File: src/rtl/cp_job_ctrl.sv
// cp_job_ctrl: host-side job controller for one cp_core/DMEM pair (load operands, run, drain results).
// Optional RUN watchdog with job_err reporting is enabled by defining CP_JOB_TIMEOUT_EN.
module cp_job_ctrl #(
    parameter int CP_D_WIDTH      = 72,
    parameter int DMEM_ADDR_WIDTH = 10,
    parameter int TIMEOUT_WIDTH   = 16
) (
    input  logic                       clock,
    input  logic                       nreset,
    // command
    input  logic                       cmd_valid,
    output logic                       cmd_ready,
    input  logic [DMEM_ADDR_WIDTH-1:0] cmd_in_base,
    input  logic [DMEM_ADDR_WIDTH-1:0] cmd_in_len,
    input  logic [DMEM_ADDR_WIDTH-1:0] cmd_out_base,
    input  logic [DMEM_ADDR_WIDTH-1:0] cmd_out_len,
    input  logic [TIMEOUT_WIDTH-1:0]   cmd_timeout,
    // operand stream
    input  logic                       in_valid,
    output logic                       in_ready,
    input  logic [CP_D_WIDTH-1:0]      in_data,
    // result stream
    output logic                       out_valid,
    input  logic                       out_ready,
    output logic [CP_D_WIDTH-1:0]      out_data,
    output logic                       out_last,
    // core
    output logic                       cp_active,
    input  logic                       cp_nbusy,
    input  logic                       cp_done,
    // DMEM ports
    output logic [DMEM_ADDR_WIDTH-1:0] dmem_addr_w,
    output logic [CP_D_WIDTH-1:0]      dmem_in_w,
    output logic                       dmem_we_w,
    output logic [DMEM_ADDR_WIDTH-1:0] dmem_addr_r,
    input  logic [CP_D_WIDTH-1:0]      dmem_out_r,
    // status
    output logic                       job_done,
    output logic                       job_err,
    output logic                       busy,
    output logic [2:0]                 dbg_state
);

    localparam int AW = DMEM_ADDR_WIDTH;
    localparam int DW = CP_D_WIDTH;
    localparam int TW = TIMEOUT_WIDTH;

    typedef enum logic [2:0] {
        S_IDLE = 3'd0,
        S_LOAD = 3'd1,
        S_RUN  = 3'd2,
        S_RD   = 3'd3,
        S_OUT  = 3'd4,
        S_FIN  = 3'd5
    } state_t;

    // Every stream is valid/ready: a word transfers on a rising edge where both are high;
    // a valid that has been raised holds its data until that transfer and never waits on ready.

    state_t          state_q, state_d;
    logic [AW-1:0]   in_base_q, in_base_d;
    logic [AW-1:0]   in_len_q, in_len_d;
    logic [AW-1:0]   out_base_q, out_base_d;
    logic [AW-1:0]   out_len_q, out_len_d;
    logic [AW-1:0]   idx_q, idx_d;
    logic            cp_active_q, cp_active_d;
    logic            we_q, we_d;
    logic [AW-1:0]   waddr_q, waddr_d;
    logic [DW-1:0]   wdata_q, wdata_d;
    logic [AW-1:0]   raddr_q, raddr_d;
    logic [DW-1:0]   out_data_q, out_data_d;
    logic            out_valid_q, out_valid_d;
    logic            out_last_q, out_last_d;

`ifdef CP_JOB_TIMEOUT_EN
    logic [TW-1:0]   tmo_q, tmo_d;
    logic [TW-1:0]   wd_q, wd_d;
    logic            err_q, err_d;
`else
    logic            unused_cmd_timeout;
    assign unused_cmd_timeout = ^cmd_timeout;
`endif

    always_ff @(posedge clock) begin
        if (!nreset) begin
            state_q     <= S_IDLE;
            in_base_q   <= '0;
            in_len_q    <= '0;
            out_base_q  <= '0;
            out_len_q   <= '0;
            idx_q       <= '0;
            cp_active_q <= 1'b0;
            we_q        <= 1'b0;
            waddr_q     <= '0;
            wdata_q     <= '0;
            raddr_q     <= '0;
            out_data_q  <= '0;
            out_valid_q <= 1'b0;
            out_last_q  <= 1'b0;
`ifdef CP_JOB_TIMEOUT_EN
            tmo_q       <= '0;
            wd_q        <= '0;
            err_q       <= 1'b0;
`endif
        end else begin
            state_q     <= state_d;
            in_base_q   <= in_base_d;
            in_len_q    <= in_len_d;
            out_base_q  <= out_base_d;
            out_len_q   <= out_len_d;
            idx_q       <= idx_d;
            cp_active_q <= cp_active_d;
            we_q        <= we_d;
            waddr_q     <= waddr_d;
            wdata_q     <= wdata_d;
            raddr_q     <= raddr_d;
            out_data_q  <= out_data_d;
            out_valid_q <= out_valid_d;
            out_last_q  <= out_last_d;
`ifdef CP_JOB_TIMEOUT_EN
            tmo_q       <= tmo_d;
            wd_q        <= wd_d;
            err_q       <= err_d;
`endif
        end
    end

    always_comb begin
        state_d     = state_q;
        in_base_d   = in_base_q;
        in_len_d    = in_len_q;
        out_base_d  = out_base_q;
        out_len_d   = out_len_q;
        idx_d       = idx_q;
        cp_active_d = cp_active_q;
        we_d        = 1'b0;
        waddr_d     = waddr_q;
        wdata_d     = wdata_q;
        raddr_d     = raddr_q;
        out_data_d  = out_data_q;
        out_valid_d = out_valid_q;
        out_last_d  = out_last_q;
`ifdef CP_JOB_TIMEOUT_EN
        tmo_d       = tmo_q;
        wd_d        = '0;
        err_d       = err_q;
`endif

        case (state_q)
            S_IDLE: begin
                if (cmd_valid && cmd_ready) begin
                    in_base_d  = cmd_in_base;
                    in_len_d   = cmd_in_len;
                    out_base_d = cmd_out_base;
                    out_len_d  = cmd_out_len;
                    idx_d      = '0;
`ifdef CP_JOB_TIMEOUT_EN
                    tmo_d      = cmd_timeout;
                    err_d      = 1'b0;
`endif
                    if (cmd_in_len != '0) begin
                        state_d = S_LOAD;
                    end else begin
                        state_d     = S_RUN;
                        cp_active_d = 1'b1;
                    end
                end
            end

            S_LOAD: begin
                if (in_valid && in_ready) begin
                    we_d    = 1'b1;
                    waddr_d = in_base_q + idx_q;
                    wdata_d = in_data;
                    idx_d   = idx_q + AW'(1);
                    if (idx_q == in_len_q - AW'(1)) begin
                        state_d     = S_RUN;
                        cp_active_d = 1'b1;
                    end
                end
            end

            S_RUN: begin
                // A done sampled in the same cycle as watchdog expiry takes priority.
                if (cp_done && cp_active_q) begin
                    cp_active_d = 1'b0;
                    idx_d       = '0;
                    if (out_len_q == '0) begin
                        state_d = S_FIN;
                    end else begin
                        state_d = S_RD;
                        raddr_d = out_base_q;
                    end
                end
`ifdef CP_JOB_TIMEOUT_EN
                else if ((tmo_q != '0) && (wd_q + TW'(1) == tmo_q)) begin
                    cp_active_d = 1'b0;
                    err_d       = 1'b1;
                    state_d     = S_FIN;
                end else begin
                    wd_d = wd_q + TW'(1);
                end
`endif
            end

            S_RD: begin
                state_d = S_OUT;
            end

            S_OUT: begin
                // First OUT cycle captures the read data; valid is raised from the next cycle.
                if (!out_valid_q) begin
                    out_data_d  = dmem_out_r;
                    out_last_d  = (idx_q == out_len_q - AW'(1));
                    out_valid_d = 1'b1;
                end else if (out_ready) begin
                    out_valid_d = 1'b0;
                    out_last_d  = 1'b0;
                    idx_d       = idx_q + AW'(1);
                    if (out_last_q) begin
                        state_d = S_FIN;
                    end else begin
                        state_d = S_RD;
                        raddr_d = out_base_q + idx_q + AW'(1);
                    end
                end
            end

            S_FIN: begin
                state_d = S_IDLE;
`ifdef CP_JOB_TIMEOUT_EN
                err_d   = 1'b0;
`endif
            end

            default: begin
                state_d = S_IDLE;
            end
        endcase
    end

    assign cmd_ready   = nreset && (state_q == S_IDLE);
    assign in_ready    = nreset && (state_q == S_LOAD);
    assign job_done    = nreset && (state_q == S_FIN);
`ifdef CP_JOB_TIMEOUT_EN
    assign job_err     = job_done && err_q;
`else
    assign job_err     = 1'b0;
`endif
    assign out_valid   = out_valid_q;
    assign out_data    = out_data_q;
    assign out_last    = out_last_q;
    assign cp_active   = cp_active_q;
    assign dmem_we_w   = we_q;
    assign dmem_addr_w = waddr_q;
    assign dmem_in_w   = wdata_q;
    assign dmem_addr_r = raddr_q;
    assign busy        = (state_q != S_IDLE) || !cp_nbusy;
    assign dbg_state   = state_q;

endmodule

File: config.mk
export PLATFORM = sky130hd
export DESIGN_NAME = cp_job_ctrl
export DESIGN_NICKNAME = d
export VERILOG_FILES = /design/src/rtl/cp_job_ctrl.sv
export SDC_FILE = /design/constraint.sdc
export NUM_CORES = 1
export LEC_CHECK = 0
export CAP_MARGIN = 20
export CORE_MARGIN = 8
export CORE_UTILIZATION = 30
export DETAILED_ROUTE_END_ITERATION = 16
export GPL_TIMING_DRIVEN = 0
export MAX_ROUTING_LAYER = met4
export SLEW_MARGIN = 10
export SYNTH_ARGS = -nofsm -noshare
export SYNTH_HDL_FRONTEND = slang
export SYNTH_SLANG_ARGS = --single-unit
File: constraint.sdc
create_clock -name clock -period 2.8 [get_ports clock]
set_input_delay 0.84 -clock clock [delete_from_list [all_inputs] [get_ports clock]]
set_output_delay 0.84 -clock clock [all_outputs]
set_load 0.02 [all_outputs]
## After elaboration in Yosys (flattened, before gate mapping)

Cells that the tools add are included.

- Bits in registers: 221
- Latch bits: 0
- Bits in writable memories: 0
- Bits in read-only memories: 0
- Bits of input ports: 207
- Word-level logic and storage cells: 95
- Memories: 0

- Add/subtract/negate cells: 6
- Multipliers: 0
- Div/mod/pow operators: 0
- Magnitude comparators: 0
- Eq/ne operators: 17
- Shift operators: 0
- Muxes and demuxes: 33
- Bitwise logic cells: 1
- Reduce and logical (&&, ||, !) cells: 24

Operators with widths:

| operator | count |
|---|---|
| $mux W10 | 10 |
| $pmux W10 S4 | 1 |
| $mux W3 | 8 |
| $reduce_and A6 Y1 | 4 |
| $add A10 B1 Y10 const B | 2 |
| $add A10 B10 Y10 | 2 |
| $eq A10 B10 Y1 | 2 |
| $ne A2 B2 Y1 const B | 10 |
| $pmux W10 S2 | 1 |
| $sub A10 B1 Y10 const B | 2 |
| $pmux W3 S5 | 1 |
| $logic_not A10 Y1 | 1 |
| $mux W1 | 10 |
| $reduce_and A2 Y1 | 5 |
| $reduce_bool A10 Y1 | 1 |
| $eq A3 B2 Y1 const B | 2 |
| $eq A3 B3 Y1 const B | 2 |
| $logic_and A1 B1 Y1 | 6 |
| $reduce_bool A3 Y1 | 2 |
| $reduce_bool A4 Y1 | 1 |
| $eq A3 B1 Y1 const B | 1 |
| $logic_not A3 Y1 | 1 |
| $pmux W1 S3 | 1 |
| $mux W2 | 1 |
| 4 further kinds | 4 |

## Depth between registers and ports, before layout

Gate-level depths: netlist of run 1.

- Depth in word-level cells: 6
- Depth in mapped cells: 11
- Mapped depth without buffers: 11

## Least setup slack after synthesis of run 1

OpenSTA, ideal clock, no wires.

- Path type: input to register
- From: input nreset
- To: register wdata_q[10] (netlist: dmem_in_w[10])
- Setup time: 0.076 ns
- Data arrival time: 2.456 ns
- Required time: 2.724 ns
- Setup slack: 0.269 ns
- Cell stages on the path: 9
- Path buffers: 2
- Path through: nor2b_1 -> nand2_1 -> nor2_1 -> nand2_1 -> clkinv_1 -> clkbuf_1 -> buf_1 -> nand2_1 -> a21boi_0

- Longest elaborated chain between the ends: 3

RTL lines:

| element | RTL line | RTL |
|---|---|---|
| start, declared | 9 | `input logic nreset,` |
| $logic_and A1 B1 Y1 | 243 | `assign in_ready = nreset && (state_q == S_LOAD);` |
| net in_ready | 20 | `output logic in_ready,` |
| $logic_and A1 B1 Y1 | 171 | `if (in_valid && in_ready) begin` |
| $reduce_and A2 Y1 (no line) | - |  |
| end signal, assigned | 115 | `wdata_q <= wdata_d;` |
| end, declared | 69 | `logic [DW-1:0] wdata_q, wdata_d;` |

The timed path passes the listed nets, and every way through them passes these cells.
A chain may end at the register's enable or synchronous reset.

## Worst setup path in the final report of run 1

- From: input nreset
- To: output in_ready

- Longest elaborated chain between the ends: 1

RTL lines:

| element | RTL line |
|---|---|
| $logic_and A1 B1 Y1 | 243 |
| end, declared | 20 |

Every way passes these cells.

==> results of run 1 <==
## sequential cells by signal, indices dropped and copies added, names as in the netlist
register     cells
dmem_in_w       72
out_data        72
dmem_addr_r     10
dmem_addr_w     10
idx_q           10
in_base_q       10
in_len_q        10
out_base_q      10
out_len_q       10
dbg_state        3
cp_active        1
dmem_we_w        1
out_last         1
out_valid        1
## what timing repair did
item,CTS,global route
endpoints found under the setup margin,105,119
buffers inserted,0,2
hold buffers,0,0
pin swaps,0,2
gates resized for setup,16,17
cloned,0,0
## worst max-delay path, cell delays in order
cell	delay [ps]
clkdlybuf4s50_1	500
nor2b_2	150
nand2_1	80
nor2_2	190
buf_6	140
## cell families (layout without fill, tap and decap cells)
family / Yosys count / count (layout) / share of synthesized area (%)
flip-flops: 221 / 221 / 45.2
multiplexers: 5 / 5 / 0.524
buffers and inverters: 104 / 517 / 4.50
XOR/XNOR: 43 / 43 / 4.00
adder cells (fa/ha/maj): 23 / 23 / 3.09
AO/OA/AOI/OAI: 283 / 283 / 20.4
other: 1 / 2 / 0.0383
AND/OR/NAND/NOR: 520 / 520 / 22.3
## layer usage
layer	global-route usage, %	share of wire (%)	up-vias
li1	-	-	4816
met1	22.3	43	4319
met2	30.9	48	262
met3	3.84	5.9	44
met4	4.65	2.2	0
met5	-	0	-
## cell usage in the layout, fill, tap and decap left out, types with 21 or more instances in the layout
cell type        instances
a21boi_0               148
nor2_1                  31
clkbuf_1                68
clkdlybuf4s50_1        361
nand2_1                408
dfxtp_1                218
xnor2_1                 27
clkbuf_16               27
ha_1                    21
inv_1                   23
o21ai_0                 65
## cell type report
class	count	area, sq um
timing repair buffer	367	3670
inverter	24	90.1
antenna	1	2.50
fill	3232	17400
clock inverter	10	158
buffer	78	353
multi-input combinational	875	4940
clock buffer	38	757
tap	442	553
sequential	221	4430
## how the worst max path moves through the flow
stage	endpoint	slack (ps)	depth (start not counted)
2_1_floorplan	dmem_in_w[10]$_SDFFE_PN0P_	270	9
3_3_place_gp	dmem_in_w[9]$_SDFFE_PN0P_	-810	10
3_5_place_dp	dmem_in_w[21]$_SDFFE_PN0P_	-810	10
4_1_cts	cmd_ready	7	4
5_1_grt	in_ready	-10	5
6_report	in_ready	60	5
## cells in the mapped netlist, drive strengths merged, types with 14 or more instances
| cell type | count |
|---|---|
| ha | 21 |
| a21boi | 148 |
| xnor2 | 27 |
| o21ai | 66 |
| xor2 | 15 |
| inv | 23 |
| a21oi | 14 |
| dfxtp | 221 |
| clkbuf | 68 |
| nand3 | 14 |
| nand2 | 409 |
| nor2 | 33 |
## power breakdown
part	total (mW)	switching [mW]	leakage, nW	internal, mW
clock	3.59	1.35	0.438	2.24
sequential	3.39	0.119	1.79	3.27
combinational	1.26	0.614	3.04	0.650
## metrics by stage
stage / instance area, sq um / util (%) / setup slack, ps
final: 15000 / 46.2 / 56.8
after global routing: 15000 / 46.2 / -14.9
after CTS: 14900 / 46.0 / 7.32
after detailed placement: 14000 / 43.3 / -807
after global placement: 14000 / 43.3 / -813
after floorplan: 9790 / - / 269
==> results.tsv, run 1 <==
metric	value	unit
status	complete, no violations	
Worst Setup Start Kind	input pin	
Via density	4.59	
slew of the pin with the lowest slew margin	927	ps
grt ovf	0	
Detailed Route WL	36.4	mm
Clk pin slew, worst setup/hold paths	60	ps
initial antenna violation count	1	
post-DP HPWL	28.7	mm
Skew-Pair Late Insertion Delay	520	ps
gr usage total	18.4	%
final number of max-transition violations	0	
Setup crit end kind	primary output	
DRT antenna net count	0	
vias in the first global route	9282	
Post-synth EDFFs	0	
layout cell share with drive strength beyond 1	5.21	%
Chip Height	197	um
Rows	66	
Reg2Reg Capture Point	dmem_addr_r[8]$_SDFFE_PN0P_	
fin cells	2056	
sequential area share after synthesis	45.2	%
Routed WL per cell	17.7	um
# IOs	383	
DIE AREA	0.0387	sq mm
Most used DFF post-synth	dfxtp_1	
Hold WS	460	ps
distinct cell type count after synthesis	70	
critical path arrival	1900	ps
worst path required time	1960	ps
Die X	197	um
Lkg Pwr	5.27	nW
Seq cells post-synth	221	
Core Area	0.0324	sq mm
H-tree depth	1	
hold wc startpoint	dmem_in_w[48]$_SDFFE_PN0P_	
area delta synth->final	52.7	%
post-synth net total	1430	
Critical path origin	nreset	
Initial Util	30.3	%
post-synthesis cell area	0.00979	sq mm
PD cells	551	mW/mm^2
pin count of the biggest net entering global routing	13	
Syn. warnings	0	
post-route setup TNS	0	ps
first-pass GRT wire length	55.0	mm
reg-to-reg startpoint	out_len_q[0]$_SDFFE_PN0P_	
# DRC	0	
CTS buffer count	26	
Synth area leaders	dfxtp_1 (45%), nand2_1 (16%), a21boi_0 (11%)	
ys async rst share	0	%
gpl congestion	0.863	
Port Buf Inserts	365	
fmax	365	MHz
via count	9441	
hold path cells	2	
Pre-antenna DRT Iters	4	
final hold vios	0	
drt initial violations	412	
Final Skew	13.8	ps
Clock Path Buffers	3	
clk sinks	221	
CTS tree	built	
top-area cell type share of the netlist area	45.2	%
RSZ-0062 raised after global routing	true	
Setup CP Type	input pin to primary output	
Post-Syn Instances	1200	
Final min period	2740	ps
R2R setup slack	180	ps
Max-cap violations	0	
syn avg cell area	8.16	sq um
Root Driver	clkbuf_16	
Worst Hold End	dmem_in_w[48]$_SDFFE_PN0P_	
final-report setup violation count	0	
Yosys top cell by area	dfxtp_1	
fin nets	1823	
Critical Path Fanout Max	3	
Final period util	98.0	%
Worst Hold Class	flop to flop	
peak supply drop	0.380	mV
worst r2r path cells	11	
Overall Power	8.25	mW
Slew HR	37.6	%
Post-Place Cells	2007	
Note: power is estimated with default switching activity, not from simulation.
==> run 2: changes to the inputs <==
--- a/config.mk
+++ b/config.mk
@@ -7,10 +7,11 @@
 export LEC_CHECK = 0
 export CAP_MARGIN = 20
 export CORE_MARGIN = 8
-export CORE_UTILIZATION = 30
+export CORE_UTILIZATION = 48
 export DETAILED_ROUTE_END_ITERATION = 16
 export GPL_TIMING_DRIVEN = 0
 export MAX_ROUTING_LAYER = met4
+export PLACE_DENSITY = 0.87
 export SLEW_MARGIN = 10
 export SYNTH_ARGS = -nofsm -noshare
 export SYNTH_HDL_FRONTEND = slang
==> constraint.sdc (replaced) <==
create_clock -name clock -period 3.5 [get_ports clock]
set_input_delay 1.05 -clock clock [delete_from_list [all_inputs] [get_ports clock]]
set_output_delay 1.05 -clock clock [all_outputs]
set_load 0.02 [all_outputs]
==> run 2 against run 1 <==
Sequential power fell by 20%; global-route usage grew 9.6 points; clock power down 27%; die area decreased by 35%; via count up 4.6%; first-iteration DRC count is 58% higher; clock skew decreased by 7.4 ps; clock-buffer cell count is 1 lower; non-clock buffer count unchanged; power down 23%; sequential cell count did not move; critical path type unchanged.
==> results.tsv, run 2 (same netlist as run 1, synthesis figures left out) <==
metric	value	unit
Pre-antenna DRT Iters	7	
Clock Path Buffers	3	
Chip Height	159	um
Final Util	72.7	%
initial antenna violation count	4	
final-report setup violation count	0	
Slew HR	32.5	%
CTS tree	built	
fin nets	1821	
fin cells	1882	
dpl ws	-238	ps
gpl congestion	0.966	
Routed WL per cell	19.1	um
via count	9875	
switching part of the total	25.2	%
fmax	295	MHz
Port Buf Inserts	365	
Core Area	0.0201	sq mm
Max-cap violations	0	
Root Driver	clkbuf_16	
most frequent cells in the layout	nand2_1 (409), clkdlybuf4s50_1 (362), dfxtp_1 (221)	
DIE AREA	0.0252	sq mm
Pint	4.73	mW
post-route setup TNS	0	ps
# DRC	0	
# IOs	383	
Comb power frac	16.1	%
Overall Power	6.32	mW
cts hold-fix bufs	0	
pin count of the biggest net entering global routing	14	
critical path arrival	2330	ps
Via density	5.25	
Setup crit end kind	primary output	
DRT antenna net count	0	
final hold vios	0	
Lkg Pwr	5.21	nW
Final period util	96.7	%
setup repair bufs after CTS	0	
Die X	159	um
grt ovf	0	
Final Skew	6.41	ps
drt initial violations	649	
Clk pin slew, worst setup/hold paths	60	ps
slew of the pin with the lowest slew margin	1010	ps
Worst Setup Start Kind	input pin	
layout cell share with drive strength beyond 1	3.86	%
gr usage total	28.0	%
peak supply drop	0.298	mV
Worst Hold Class	flop to flop	
clk sinks	221	
Initial Util	48.7	%
Hold WS	460	ps
Seq pwr share	42.7	%
commonest non-fill, non-tap cell in the layout	nand2_1	
switching power	1.59	mW
R2R setup slack	730	ps
Detailed Route WL	35.9	mm
Worst Setup Slack, final	116	ps
first-pass GRT wire length	55.5	mm
vias in the first global route	9645	
RSZ-0062 raised after global routing	false	
Cell Area, Placed	0.0138	sq mm
CTS buffer count	24	
Setup CP Type	input pin to primary output	
H-tree depth	1	
Rows	52	
Post-Place Cells	1835	
Critical Path Fanout Max	3	
PD cells	433	mW/mm^2
Final min period	3380	ps
post-DP HPWL	28.2	mm
status	complete, no violations	
worst path required time	2450	ps
Clock Power Share	41.2	%
Skew-Pair Late Insertion Delay	510	ps
final instance area	0.0146	sq mm
area delta synth->final	49.3	%
final number of max-transition violations	0	
## run 2: cell types whose count changed in the layout (fill, tap and decap cells not counted), sizes merged
cell,delta
clkdlybuf4s50,+1
clkinvlp,-2
dlygate4sd2,+2
buf,-4
diode,+3
bufinv,-2
## run 2: layout make-up
type / count / area, sq um
Sequential cell: 221 / 4420
Antenna cell: 4 / 10.0
Clock inverter: 6 / 82.6
Inverter: 24 / 90.1
Multi-Input combinational cell: 875 / 4930
Timing Repair Buffer: 365 / 3650
Buffer: 80 / 352
Tap cell: 270 / 338
Fill cell: 1504 / 5480
Clock buffer: 37 / 741
## run 2: repair_timing
| item | CTS | global route |
|---|---|---|
| gates resized for setup | 2 | 2 |
| setup endpoints to repair | 2 | 6 |
| gates cloned | 0 | 0 |
## run 2: per-layer routing
metal  up-vias  global-route usage (%)  part of all wire [%]
met5         -                       -                     0
met4         0                    12.1                   4.2
met3        97                    5.74                   6.4
met2       396                    48.3                    49
met1      4596                    30.9                    40
li1       4786                       -                     -
## run 2: worst paths after layout
path / from / endpoint / cells after the start
min reg2reg: out_data[0]$_SDFFE_PN0P_ / out_data[0]$_SDFFE_PN0P_ / 2
min: out_data[0]$_SDFFE_PN0P_ / out_data[0]$_SDFFE_PN0P_ / 2
max reg2reg: dbg_state[1]$_SDFFE_PN0P_ / out_data[16]$_SDFFE_PN0P_ / 7
max: nreset / in_ready / 5
## run 2: critical path, cell delays in order
cell	delay, ps
clkdlybuf4s50_1	500
nor2b_1	160
nand2_1	90
nor2_1	160
dlygate4sd2_1	360
## run 2: power groups by stage
stage / logic [mW] / registers [mW] / clock network [mW]
final: 1.02 / 2.70 / 2.61
after global routing: 1.10 / 2.71 / 2.76
after floorplan: 0.491 / 2.79 / 0
after CTS: 1.02 / 2.70 / 2.65
after global placement: 0.989 / 2.75 / 0
after detailed placement: 1.01 / 2.75 / 0
==> run 3: changes to the inputs <==
--- a/config.mk
+++ b/config.mk
@@ -12,6 +12,7 @@
 export GPL_TIMING_DRIVEN = 0
 export MAX_ROUTING_LAYER = met4
 export PLACE_DENSITY = 0.87
+export SKIP_CTS_REPAIR_TIMING = 1
 export SLEW_MARGIN = 10
 export SYNTH_ARGS = -nofsm -noshare
 export SYNTH_HDL_FRONTEND = slang
==> run 3 against run 2 <==
Combinational power hardly changed; fmax grew 3.4%; cell area barely moved; sequential cell count did not move; clock-buffer cell count stayed put; register-to-register slack hardly changed; largest cell class unchanged; highest routed layer unchanged.
==> results.tsv, run 3 (same netlist as run 1, synthesis figures left out) <==
metric	value	unit
slew of the pin with the lowest slew margin	1010	ps
H-tree depth	1	
via count	9875	
Port Buf Inserts	365	
final number of max-transition violations	0	
status	complete, no violations	
Initial Util	48.7	%
grt ovf	0	
Final min period	3270	ps
worst path required time	2450	ps
DIE AREA	0.0252	sq mm
Via density	5.25	
Skew-Pair Late Insertion Delay	510	ps
area delta synth->final	49.3	%
Lkg Pwr	5.23	nW
vias in the first global route	9645	
pin count of the biggest net entering global routing	14	
Worst Setup Slack, final	228	ps
CTS tree	built	
Clock Path Buffers	3	
Fillers	1500	
Clk pin slew, worst setup/hold paths	60	ps
fin nets	1821	
Final Util	72.8	%
Detailed Route WL	35.9	mm
RSZ-0062 raised after global routing	false	
Final Skew	6.79	ps
post-DP HPWL	28.2	mm
PD cells	432	mW/mm^2
Max-cap violations	0	
Routed WL per cell	19.1	um
gr usage total	28.0	%
Worst Setup Start Kind	input pin	
critical path arrival	2220	ps
hold path cells	2	
final hold vios	0	
Slew HR	32.5	%
post-route setup TNS	0	ps
Core Area	0.0201	sq mm
final instance area	0.0146	sq mm
peak supply drop	0.298	mV
DRT antenna net count	0	
# DRC	0	
Setup CP Type	input pin to primary output	
gpl congestion	0.966	
clk sinks	221	
Chip Height	159	um
initial antenna violation count	4	
most frequent cells in the layout	nand2_1 (409), clkdlybuf4s50_1 (362), dfxtp_1 (221)	
first-pass GRT wire length	55.5	mm
layout cell share with drive strength beyond 1	3.86	%
# IOs	383	
Die X	159	um
Setup crit end kind	primary output	
Worst Hold Class	flop to flop	
drt initial violations	649	
Pre-antenna DRT Iters	7	
Root Driver	clkbuf_16	
worst r2r path cells	7	
commonest non-fill, non-tap cell in the layout	nand2_1	
Cell Area, Placed	0.0138	sq mm
dpl ws	-238	ps
Final period util	93.5	%
fmax	306	MHz
Rows	52	
Critical Path Fanout Max	3	
CTS buffer count	24	
final-report setup violation count	0	
==> run 3: worst paths after layout <==
check	from	to	slack, ps
worst min register to register	out_data[0]$_SDFFE_PN0P_	out_data[0]$_SDFFE_PN0P_	460
worst min-delay path	out_data[0]$_SDFFE_PN0P_	out_data[0]$_SDFFE_PN0P_	460
worst max register to register	dbg_state[1]$_SDFFE_PN0P_	out_data[16]$_SDFFE_PN0P_	730
worst max-delay path	nreset	in_ready	230
==> run 3: per-stage QoR <==
stage	instances	power, mW	hold slack (ps)
2_1_floorplan	1200	3.28	436
3_3_place_gp	1835	3.74	449
3_5_place_dp	1835	3.76	454
4_1_cts	1878	6.36	464
5_1_grt	1882	6.58	478
6_report	1882	6.33	460
==> run 3: worst max-delay path, stage by stage <==
cell	delay, ps
clkdlybuf4s50_1	500
nor2b_1	160
nand2_1	90
nor2_1	160
dlymetal6s2s_1	250
==> run 3: final cells by class <==
| type | count | area (sq um) | share of cell area, % |
|---|---|---|---|
| multi-input cells | 875 | 4930 | 33.7 |
| flip-flops and latches | 221 | 4420 | 30.2 |
| repair buffers | 365 | 3660 | 25.0 |
| clock buffers | 37 | 741 | 5.06 |
| plain buffers | 80 | 352 | 2.40 |
| well taps | 270 | 338 | 2.31 |
| inverters | 24 | 90.1 | 0.616 |
| clock inverters | 6 | 82.6 | 0.565 |
| diodes | 4 | 10.0 | 0.0684 |
==> run 3: report_power, final <==
group          switching (mW)  internal [mW]
clock network            1.01           1.60
registers              0.0847           2.62
logic                   0.500          0.517
==> run 3: per-layer routing <==
layer,global-route usage (%),wire length [um],up-vias,share of wire (%)
met4,12.1,1500,0,4.2
met5,-,0,-,0
li1,-,-,4786,-
met2,48.3,17800,398,50
met3,5.74,2310,95,6.4
met1,30.9,14300,4596,40
